**config.mk**
```make
export PLATFORM = sky130hd
export DESIGN_NAME = ctrl_fsm_mc
export DESIGN_NICKNAME = d
export VERILOG_FILES = /design/src/rtl/ctrl_pkg.sv /design/src/rtl/mem_wait_ctr.sv /design/src/rtl/ctrl_fsm_mc.sv
export SDC_FILE = /design/constraint.sdc
export NUM_CORES = 1
export LEC_CHECK = 0
export CAP_MARGIN = 20
export CORE_ASPECT_RATIO = 1.25
export CORE_MARGIN = 4
export CORE_UTILIZATION = 35
export DETAILED_ROUTE_END_ITERATION = 8
export GPL_ROUTABILITY_DRIVEN = 0
export GPL_TIMING_DRIVEN = 1
export PLACE_DENSITY = 0.69
export SETUP_SLACK_MARGIN = 0.3
export SYNTH_ARGS = -nofsm -noshare
export SYNTH_HDL_FRONTEND = slang
export SYNTH_SLANG_ARGS = --single-unit
```
**constraint.sdc**
```tcl
create_clock -name clk -period 2.2 [get_ports clk]
set_input_delay 0.44 -clock clk [delete_from_list [all_inputs] [get_ports clk]]
set_output_delay 0.44 -clock clk [all_outputs]
set_load 0.01 [all_outputs]
```
**src/rtl/ctrl_pkg.sv**
```systemverilog
// Shared definitions for the multicycle MIPS-subset controller: state encoding,
// instruction field constants, ula32 operation codes and datapath mux selects.
package ctrl_pkg;

  typedef enum logic [3:0] {
    S_BOOT,
    S_FETCH,
    S_FETCH_LD,
    S_DECODE,
    S_ALU_R,
    S_ALU_I,
    S_ALU_WB,
    S_EXC,
    S_ADDR,
    S_MEM_RD,
    S_MEM_WR,
    S_MDR_LD,
    S_LW_WB,
    S_BRANCH,
    S_JUMP
  } state_t;

  localparam logic [5:0] OP_R    = 6'h00;
  localparam logic [5:0] OP_ADDI = 6'h08;
  localparam logic [5:0] OP_LW   = 6'h23;
  localparam logic [5:0] OP_SW   = 6'h2B;
  localparam logic [5:0] OP_BEQ  = 6'h04;
  localparam logic [5:0] OP_BNE  = 6'h05;
  localparam logic [5:0] OP_J    = 6'h02;

  localparam logic [5:0] FN_ADD = 6'h20;
  localparam logic [5:0] FN_SUB = 6'h22;
  localparam logic [5:0] FN_AND = 6'h24;

  localparam logic [2:0] ULA_ADD = 3'b001;
  localparam logic [2:0] ULA_SUB = 3'b010;
  localparam logic [2:0] ULA_AND = 3'b011;

  localparam logic       SRCA_PC = 1'b0;
  localparam logic       SRCA_A  = 1'b1;

  localparam logic [1:0] SRCB_B      = 2'd0;
  localparam logic [1:0] SRCB_4      = 2'd1;
  localparam logic [1:0] SRCB_IMM    = 2'd2;
  localparam logic [1:0] SRCB_IMM_SH = 2'd3;

  localparam logic       IORD_PC     = 1'b0;
  localparam logic       IORD_ALUOUT = 1'b1;

  localparam logic [1:0] REGDST_RT = 2'd0;
  localparam logic [1:0] REGDST_RD = 2'd1;
  localparam logic [1:0] REGDST_SP = 2'd2;

  localparam logic [1:0] MEMTOREG_ALUOUT   = 2'd0;
  localparam logic [1:0] MEMTOREG_MDR      = 2'd1;
  localparam logic [1:0] MEMTOREG_RESET_SP = 2'd2;

  localparam logic [1:0] PCSRC_ULA    = 2'd0;
  localparam logic [1:0] PCSRC_ALUOUT = 2'd1;
  localparam logic [1:0] PCSRC_JUMP   = 2'd2;
  localparam logic [1:0] PCSRC_EXC    = 2'd3;

  localparam logic       EXC_BAD_OP = 1'b0;
  localparam logic       EXC_OVF    = 1'b1;

  typedef struct packed {
    logic       pc_write;
    logic       mem_write;
    logic       ir_write;
    logic       mdr_write;
    logic       rb_write;
    logic       ab_write;
    logic       aluout_write;
    logic       epc_write;
    logic       alu_src_a;
    logic [1:0] alu_src_b;
    logic [2:0] ula_control;
    logic       iord;
    logic [1:0] reg_dst;
    logic [1:0] mem_to_reg;
    logic [1:0] pc_source;
    logic       exc_sel;
  } ctrl_t;

  function automatic logic r_funct_known(input logic [5:0] funct);
    return (funct == FN_ADD) || (funct == FN_SUB) || (funct == FN_AND);
  endfunction

  function automatic logic [2:0] r_ula(input logic [5:0] funct);
    logic [2:0] code;
    case (funct)
      FN_SUB:  code = ULA_SUB;
      FN_AND:  code = ULA_AND;
      default: code = ULA_ADD;
    endcase
    return code;
  endfunction

  // Only signed add/sub/addi trap on overflow; 'and' never does.
  function automatic logic can_overflow(input logic [5:0] opcode, input logic [5:0] funct);
    return (opcode == OP_ADDI) ||
           ((opcode == OP_R) && ((funct == FN_ADD) || (funct == FN_SUB)));
  endfunction

endpackage

```
**src/rtl/mem_wait_ctr.sv**
```systemverilog
// 3-bit down counter timing the memory wait cycles of fetch and load reads.
// Loaded while idle, counts down while enabled, and reports done at zero.
module mem_wait_ctr (
  input  logic       clk_i,
  input  logic       rst_i,
  input  logic       load_i,
  input  logic       dec_i,
  input  logic [2:0] load_val_i,
  output logic       done_o
);

  logic [2:0] cnt_q;
  logic [2:0] cnt_d;

  always_comb begin
    cnt_d = cnt_q;
    if (load_i) begin
      cnt_d = load_val_i;
    end else if (dec_i && (cnt_q != 3'd0)) begin
      cnt_d = cnt_q - 3'd1;
    end
  end

  always_ff @(posedge clk_i or posedge rst_i) begin
    if (rst_i) begin
      cnt_q <= 3'd0;
    end else begin
      cnt_q <= cnt_d;
    end
  end

  assign done_o = (cnt_q == 3'd0);

endmodule

```
**src/rtl/ctrl_fsm_mc.sv**
```systemverilog
// Multicycle control FSM for the MIPS-subset datapath: Moore decode of state
// into every datapath enable/select, with branch and writeback flag qualifiers.
module ctrl_fsm_mc
  import ctrl_pkg::*;
#(
  parameter int MEM_WAIT = 1,
  parameter int SP_REG   = 29,
  parameter int RESET_SP = 227
) (
  input  logic       clk,
  input  logic       reset,
  input  logic [5:0] OPCODE,
  input  logic [5:0] FUNCT,
  input  logic       OVERFLOW,
  input  logic       EQUAL,
  output logic       PC_Write,
  output logic       MEM_Write,
  output logic       IR_Write,
  output logic       MDR_Write,
  output logic       RB_Write,
  output logic       AB_Write,
  output logic       ALUOut_Write,
  output logic       EPC_Write,
  output logic       ALUsrc_A,
  output logic [1:0] ALUsrc_B,
  output logic [2:0] ULA_Control,
  output logic       IorD,
  output logic [1:0] RegDst,
  output logic [1:0] MemToReg,
  output logic [1:0] PCSource,
  output logic       ExcSel,
  output logic [3:0] dbg_state_o
);

  // Out-of-range parameters fall back to the longest supported memory wait.
  localparam bit PARAMS_OK = (MEM_WAIT >= 0) && (MEM_WAIT <= 7) &&
                             (SP_REG >= 0) && (SP_REG <= 31) && (RESET_SP >= 0);
  localparam logic [2:0] WAIT_LOAD = PARAMS_OK ? 3'(MEM_WAIT) : 3'd7;

  state_t state_q;
  state_t state_d;
  logic   exc_sel_q;
  logic   exc_sel_d;
  ctrl_t  ctrl;

  logic   wait_load;
  logic   wait_done;
  logic   ovf_exc;
  logic   wb_imm;

  assign wait_load = (state_q != S_FETCH) && (state_q != S_MEM_RD);
  assign ovf_exc   = OVERFLOW && can_overflow(OPCODE, FUNCT);
  assign wb_imm    = (OPCODE == OP_ADDI);

  mem_wait_ctr u_wait (
    .clk_i      (clk),
    .rst_i      (reset),
    .load_i     (wait_load),
    .dec_i      (!wait_load),
    .load_val_i (WAIT_LOAD),
    .done_o     (wait_done)
  );

  always_ff @(posedge clk or posedge reset) begin
    if (reset) begin
      state_q   <= S_BOOT;
      exc_sel_q <= EXC_BAD_OP;
    end else begin
      state_q   <= state_d;
      exc_sel_q <= exc_sel_d;
    end
  end

  always_comb begin
    state_d   = state_q;
    exc_sel_d = exc_sel_q;
    case (state_q)
      S_BOOT:     state_d = S_FETCH;
      S_FETCH:    if (wait_done) state_d = S_FETCH_LD;
      S_FETCH_LD: state_d = S_DECODE;
      S_DECODE: begin
        case (OPCODE)
          OP_R: begin
            if (r_funct_known(FUNCT)) begin
              state_d = S_ALU_R;
            end else begin
              state_d   = S_EXC;
              exc_sel_d = EXC_BAD_OP;
            end
          end
          OP_ADDI:        state_d = S_ALU_I;
          OP_LW, OP_SW:   state_d = S_ADDR;
          OP_BEQ, OP_BNE: state_d = S_BRANCH;
          OP_J:           state_d = S_JUMP;
          default: begin
            state_d   = S_EXC;
            exc_sel_d = EXC_BAD_OP;
          end
        endcase
      end
      S_ALU_R, S_ALU_I: state_d = S_ALU_WB;
      S_ALU_WB: begin
        if (ovf_exc) begin
          state_d   = S_EXC;
          exc_sel_d = EXC_OVF;
        end else begin
          state_d = S_FETCH;
        end
      end
      S_EXC:    state_d = S_FETCH;
      S_ADDR:   state_d = (OPCODE == OP_LW) ? S_MEM_RD : S_MEM_WR;
      S_MEM_WR: state_d = S_FETCH;
      S_MEM_RD: if (wait_done) state_d = S_MDR_LD;
      S_MDR_LD: state_d = S_LW_WB;
      S_LW_WB, S_BRANCH, S_JUMP: state_d = S_FETCH;
      default:  state_d = S_BOOT;
    endcase
  end

  always_comb begin
    ctrl = '0;
    case (state_q)
      S_BOOT: begin
        ctrl.rb_write   = 1'b1;
        ctrl.reg_dst    = REGDST_SP;
        ctrl.mem_to_reg = MEMTOREG_RESET_SP;
      end
      S_FETCH: ctrl.iord = IORD_PC;
      S_FETCH_LD: begin
        ctrl.ir_write    = 1'b1;
        ctrl.pc_write    = 1'b1;
        ctrl.alu_src_a   = SRCA_PC;
        ctrl.alu_src_b   = SRCB_4;
        ctrl.ula_control = ULA_ADD;
        ctrl.pc_source   = PCSRC_ULA;
      end
      S_DECODE: begin
        ctrl.ab_write     = 1'b1;
        ctrl.aluout_write = 1'b1;
        ctrl.alu_src_a    = SRCA_PC;
        ctrl.alu_src_b    = SRCB_IMM_SH;
        ctrl.ula_control  = ULA_ADD;
      end
      S_ALU_R: begin
        ctrl.alu_src_a    = SRCA_A;
        ctrl.alu_src_b    = SRCB_B;
        ctrl.ula_control  = r_ula(FUNCT);
        ctrl.aluout_write = 1'b1;
      end
      S_ALU_I: begin
        ctrl.alu_src_a    = SRCA_A;
        ctrl.alu_src_b    = SRCB_IMM;
        ctrl.ula_control  = ULA_ADD;
        ctrl.aluout_write = 1'b1;
      end
      S_ALU_WB: begin
        // Operands stay selected so the overflow flag still refers to this op.
        ctrl.alu_src_a   = SRCA_A;
        ctrl.alu_src_b   = wb_imm ? SRCB_IMM : SRCB_B;
        ctrl.ula_control = wb_imm ? ULA_ADD : r_ula(FUNCT);
        if (ovf_exc) begin
          ctrl.epc_write = 1'b1;
        end else begin
          ctrl.rb_write   = 1'b1;
          ctrl.reg_dst    = wb_imm ? REGDST_RT : REGDST_RD;
          ctrl.mem_to_reg = MEMTOREG_ALUOUT;
        end
      end
      S_EXC: begin
        ctrl.epc_write   = 1'b1;
        ctrl.pc_write    = 1'b1;
        ctrl.alu_src_a   = SRCA_PC;
        ctrl.alu_src_b   = SRCB_4;
        ctrl.ula_control = ULA_SUB;
        ctrl.pc_source   = PCSRC_EXC;
        ctrl.exc_sel     = exc_sel_q;
      end
      S_ADDR: begin
        ctrl.alu_src_a    = SRCA_A;
        ctrl.alu_src_b    = SRCB_IMM;
        ctrl.ula_control  = ULA_ADD;
        ctrl.aluout_write = 1'b1;
      end
      S_MEM_WR: begin
        ctrl.iord      = IORD_ALUOUT;
        ctrl.mem_write = 1'b1;
      end
      S_MEM_RD: ctrl.iord = IORD_ALUOUT;
      S_MDR_LD: ctrl.mdr_write = 1'b1;
      S_LW_WB: begin
        ctrl.rb_write   = 1'b1;
        ctrl.reg_dst    = REGDST_RT;
        ctrl.mem_to_reg = MEMTOREG_MDR;
      end
      S_BRANCH: begin
        ctrl.alu_src_a   = SRCA_A;
        ctrl.alu_src_b   = SRCB_B;
        ctrl.ula_control = ULA_SUB;
        ctrl.pc_source   = PCSRC_ALUOUT;
        ctrl.pc_write    = (OPCODE == OP_BNE) ? ~EQUAL : EQUAL;
      end
      S_JUMP: begin
        ctrl.pc_source = PCSRC_JUMP;
        ctrl.pc_write  = 1'b1;
      end
      default: ctrl = '0;
    endcase
    // Gating on reset makes a pending memory write drop without waiting for a clock.
    if (reset) ctrl = '0;
  end

  assign PC_Write     = ctrl.pc_write;
  assign MEM_Write    = ctrl.mem_write;
  assign IR_Write     = ctrl.ir_write;
  assign MDR_Write    = ctrl.mdr_write;
  assign RB_Write     = ctrl.rb_write;
  assign AB_Write     = ctrl.ab_write;
  assign ALUOut_Write = ctrl.aluout_write;
  assign EPC_Write    = ctrl.epc_write;
  assign ALUsrc_A     = ctrl.alu_src_a;
  assign ALUsrc_B     = ctrl.alu_src_b;
  assign ULA_Control  = ctrl.ula_control;
  assign IorD         = ctrl.iord;
  assign RegDst       = ctrl.reg_dst;
  assign MemToReg     = ctrl.mem_to_reg;
  assign PCSource     = ctrl.pc_source;
  assign ExcSel       = ctrl.exc_sel;
  assign dbg_state_o  = state_q;

endmodule
```
# Yosys cells after proc, flatten, opt, wreduce, memory -nomap -nowiden
# Index checks and enable logic that the tools add are counted.
[word_totals]
regBits = 8
inputBits = 16
output_inout_bits = 26
[op_classes]
addsub = 1
n_eq_ne = 30
mux = 35
bitwise_logic = 1
n_reduce_logical = 26
[ops]
columns = ["operator", "n"]
rows = [
  ["case mux 6 bit (7 select lines)", 1],
  ["case mux 4 bit (9 select lines)", 1],
  ["equality test 6 bit, second input constant", 5],
  ["equality test 4 bit, second input constant", 7],
  ["two-way mux 22 bit", 1],
  ["case mux 4 bit (5 select lines)", 1],
  ["equality test 4 x 3 -> 1 bit, second input constant", 4],
  ["two-way mux 3 bit", 5],
  ["two-way mux 1 bit", 13],
  ["equality test 6 x 3 -> 1 bit, second input constant", 2],
  ["case mux 4 bit (3 select lines)", 1],
  ["OR reduction 2 bit", 6],
  ["OR reduction 6 bit", 2],
  ["case mux 1 bit (2 select lines)", 5],
  ["equality test 4 x 2 -> 1 bit, second input constant", 2],
  ["two-way mux 4 bit", 2],
  ["equality test 6 x 2 -> 1 bit, second input constant", 1],
  ["equality test 6 x 4 -> 1 bit, second input constant", 1],
  ["logical NOT 6 bit", 1],
  ["two-way mux 2 bit", 3],
  ["case mux 2 bit (3 select lines)", 1],
  ["equality test 4 x 1 -> 1 bit, second input constant", 1],
  ["logical AND 1 bit", 4],
  ["logical NOT 4 bit", 1],
  ["17 further kinds", 22],
]

# Depth between registers and ports, before layout
[depth]
ltp_word = 8
mapped_depth = 8
ltp_nobuf = 7

# Hierarchy
# Synthesis repeated with hierarchy kept, for this count alone.
[unflattened]
hier_cells = 158
area_unflattened_um2 = 1191.1
[by_module_without_submodules]
columns = ["module", "instances", "cells_per_inst", "area_per_inst_um2", "seq_area_each_um2"]
rows = [
  ["ctrl_fsm_mc", 1, 138, 997.2, 125.1],
  ["mem_wait_ctr", 1, 20, 193.9, 75.1],
]

# Worst setup path before layout
# OpenSTA, ideal clock, no wires.
[synth_path]
path_kind = "input -> output"
startpoint = "input FUNCT[0]"
endpoint = "output EPC_Write"
arrival_ns = 1.705
t_required_ns = 1.760
path_slack_ns = 0.055
stages = 4
n_path_buf = 0
cell_sequence = "or4b_1 -> o21bai_2 -> a21oi_1 -> nor4b_1"
[synth_via]
elab_chain_len = 8
elab_cells_between_ends = 9
[synth_rtl]
columns = ["element", "line_no", "text"]
rows = [
  ["start, declared", "ctrl_fsm_mc.sv:13", "input logic [5:0] FUNCT,"],
  ["equality test 6 bit", "ctrl_pkg.sv:102", "((opcode == OP_R) && ((funct == FN_ADD) || (funct == FN_SUB)));"],
  ["logical OR 1 bit (*)", "ctrl_pkg.sv:102", ""],
  ["logical AND 1 bit (*)", "ctrl_pkg.sv:102", ""],
  ["logical OR 1 bit (*)", "ctrl_pkg.sv:101", "return (opcode == OP_ADDI) ||"],
  ["logical AND 1 bit (*)", "ctrl_fsm_mc.sv:52", "assign ovf_exc = OVERFLOW && can_overflow(OPCODE, FUNCT);"],
  ["two-way mux 1 bit (*)", "ctrl_fsm_mc.sv:161", "if (ovf_exc) begin"],
  ["case mux 1 bit (2 select lines) (*)", "ctrl_fsm_mc.sv:122", "case (state_q)"],
  ["two-way mux 22 bit (*)", "ctrl_fsm_mc.sv:209", "if (reset) ctrl = '0;"],
  ["end, declared", "ctrl_fsm_mc.sv:23", "output logic EPC_Write,"],
]
# Mark *: on every way between the ends. The rest lies on a longest branch, timed or not.

# Worst setup path in the final report
[layout_path]
startpoint = "input FUNCT[3]"
endpoint = "output EPC_Write"
# The elaborated chain is that of the path after synthesis.

==> flow_summary_export.csv <==
group,metric,value,unit
synthesis,syn_area,1050,µm²
routing,drt_iter0_drc,81,
clock_tree,clk_pin_slew,0.06,ns
worst_setup_path,r2r-start,"dbg_state_o[3]",
routing,routedWlPerCell,18.9,µm
die,initial_core_util,36.1,%
synthesis,ys_ff_latch,8,
synthesis,synth_edf_count,0,
clock_tree,cts_tree,"built",
final_layout,drive_above_1_share,60.2,%
synthesis,synth_top_cell_by_area,"dfrtp_1",
sta,hold_viol,0,
synthesis,yosysSeqAreaShare,19.0,%
placement,port_buffers,40,
sta,setup_viol,3,
power_and_ir_drop,seq_power_share,11.7,%
die,pin_count,42,
sta,timing.final.crit_share,103,%
sta,fmax,442,MHz
routing,totalWireLength,5.22,mm
worst_setup_path,critPathArrivalTime,1.82,ns
synthesis,synth_warnings,0,
final_layout,synthToLayoutAreaGrowth,108,%
final_layout,final_util,75.1,%
sta,slew_headroom,66.2,%
global_routing,grt_use_total,25.0,%
power_and_ir_drop,p_int,1.21,mW
power_and_ir_drop,combPwrFrac,82.7,%
synthesis,yosysMostFrequentCell,"nor2_1",
global_routing,grt_first_pass_wirelength,8.00,mm
sta,slew_violations,0,
routing,drc_errors,0,
worst_setup_path,r2r_cells,8,
synthesis,synth_fa_ha_area_share,2.37,%
synthesis,yosys.area_share.simple,40.1,%
die,coreArea,2920,µm²
clock_tree,cts_hold_buf,0,
synthesis,synth_common_cells,"14 x nor2_1, 13 x a21oi_1, 9 x nand2_1",
sta,finClkSkew,0.00788,ns
synthesis,synth_top_family_by_area,"simple AND/OR/NAND/NOR gates",
die,num_rows,22,
final_layout,antenna_cells,0,
routing,drt_first_pass_iters,4,
worst_setup_path,worst-r2r-setup-slack,0.39,ns
synthesis,synthTopCellsByArea,"dfrtp_1 19%, a21oi_1 6.2%, nor2_1 5.0%",
die,die_width,57.1,µm
sta,setup_slack,-0.0614,ns
worst_hold_path,hold_class,"input port to async pin",
synthesis,synth-xor-area-share,4.15,%
synthesis,syn_avg_cell_area,7.27,µm²
final_layout,multi_input_area,973,µm²
synthesis,synth.distinct_cells,45,
synthesis,synth_compound_area_share,24.2,%
sta,worstMarginPinSlew,0.500,ns
synthesis,synth_mux_area_share,0,%
power_and_ir_drop,clockPowerShare,5.6,%
sta,rsz0062_at_grt,"true",
power_and_ir_drop,p_leak,1.05,nW
power_and_ir_drop,netSwitchingFraction,46.1,%
synthesis,async_reset_ff_share,100,%
worst_setup_path,start_kind,"input port",
global_routing,overflow,0,
clock_tree,cts.sinks,8,
global_routing,grt_pass1_vias,1668,
die,die_area,3960,µm²
power_and_ir_drop,power_density,1020,nW/µm²
routing,vias,1624,
worst_setup_path,crit_type,"input port to output pin",
global_routing,grt_max_degree,14,
placement,post-place-ws,-0.791,ns
synthesis,synth_top_area_share,19.0,%
placement,hpwlAfterDp,2.98,mm
flow_run,drv_cap,0,
sta,setup_tns,-0.148,ns
final_layout,fill_cells,214,
power_and_ir_drop,p_sw,1.03,mW
sta,layout_min_cycle_time,2.26,ns
clock_tree,cts_max_level,1,
power_and_ir_drop,peakVddDrop,0.725,mV
worst_setup_path,regToRegEndpoint,"dbg_state_o[1]",
synthesis,syn_nets,163,
final_layout,register_area,203,µm²
global_routing,antenna_found_initial,0,
sta,holdWs,0.378,ns
final_layout,num-nets-final,261,
synthesis,yosys_most_used_dff,"dfrtp_1",
clock_tree,clockBufferDepth,2,
routing,drt.antenna.violating_nets,0,
worst_setup_path,crit_required,1.76,ns
clock_tree,cts-buffers-inserted,3,
run_status,outcome,"finished, violations left",
die,fp.dieH,69.4,µm
clock_tree,cts_root_buf,"clkbuf_4",
routing,vias_per_cell,5.86,
clock_tree,insertion_delay,0.28,ns
synthesis,synthCells,145,
run_status,violations,"setup timing",
worst_setup_path,crit_fanout,2,
worst_setup_path,crit_path_end_kind,"output pin",
## layout make-up
cell class	instances	area share [%]
Multi-Input combinational cell	115	44.4
Sequential cell	8	9.25
Timing Repair Buffer	107	41.9
Tap cell	36	2.06
Clock buffer	3	1.03
Inverter	8	1.37
## registers in the layout, summed over array words and instances, names as in the netlist
register,count
dbg_state_o,4
u_wait.cnt_q,3
exc_sel_q,1
## worst max-delay path, cell delays in order
cell and delay, ns:
buf_6 0.09, or4b_4 0.55, o21bai_4 0.16, a21oi_2 0.09, nor4b_2 0.31, buf_2 0.18
## through the flow
step / power (mW) / std cells / area [µm²]
after floorplan: 0.916 / 145 / 1080
after global placement: 1.51 / 247 / 1760
after detailed placement: 1.55 / 247 / 1760
after CTS: 1.92 / 271 / 1990
after global routing: 2.37 / 277 / 2190
final: 2.24 / 277 / 2190
## what timing repair did
| item | in CTS | in global routing |
|---|---|---|
| resized for setup | 174 | 43 |
| endpoints found under the setup margin | 21 | 22 |
| setup buffers | 19 | 6 |
| pin swaps | 23 | 22 |
| cloned | 2 | 0 |
## how the worst max path moves through the flow
stage / start / to / slack, ns / cells after the start
2_1_floorplan: OPCODE[3] / PC_Write / 0.13 / 5
3_3_place_gp: OPCODE[3] / PC_Write / -0.78 / 6
3_5_place_dp: OPCODE[3] / PC_Write / -0.79 / 6
4_1_cts: FUNCT[4] / RB_Write / -0.07 / 7
5_1_grt: FUNCT[3] / EPC_Write / -0.19 / 6
6_report: FUNCT[3] / EPC_Write / -0.06 / 6
## routing by layer
layer / wire length, µm / vias to the layer above / track usage, %
li1: - / 728 / -
met1: 1790 / 789 / 25.4
met2: 2900 / 82 / 46.1
met5: 0 / - / 0
met4: 233 / 0 / 14.9
met3: 292 / 25 / 4.10
## cells in the final DEF (no fill, tap or decap), drive strengths merged, types with 2 or more instances in the layout
cell / netlist / final
dlygate4sd2: 0 / 5
nand4: 6 / 6
buf: 9 / 97
xor2: 4 / 4
nor4: 2 / 2
clkbuf: 5 / 4
and2: 3 / 3
o21ai: 2 / 2
nor2: 14 / 14
o2111a: 2 / 2
nor2b: 3 / 3
a21bo: 2 / 2
dfrtp: 8 / 8
a21oi: 13 / 13
nand2: 9 / 9
o31a: 3 / 3
a31oi: 2 / 2
inv: 8 / 8
clkdlybuf4s50: 0 / 2
or4b: 2 / 2
ha: 2 / 2
a21o: 2 / 2
nor3: 8 / 8
nand4b: 2 / 2
nand3: 7 / 7
nand2b: 3 / 3
nor4b: 6 / 6
dlymetal6s2s: 0 / 2
a211oi: 3 / 3
and3: 3 / 3
## cell families after synthesis
| kind of cell | after synthesis |
|---|---|
| compound gates | 36 |
| xor+xnor | 5 |
| fa+ha+maj | 2 |
| buf+inv | 22 |
| flops | 8 |
| other cells | 1 |
| simple gates | 71 |
## power groups by stage
stage | Combinational (mW) | Clock (mW) | Sequential [mW]
final | 1.85 | 0.126 | 0.262
after global routing | 1.97 | 0.131 | 0.269
after CTS | 1.55 | 0.114 | 0.254
after detailed placement | 1.31 | 0 | 0.239
after global placement | 1.28 | 0 | 0.236
after floorplan | 0.674 | 0 | 0.242
Note: power is estimated with default switching activity, not from simulation.
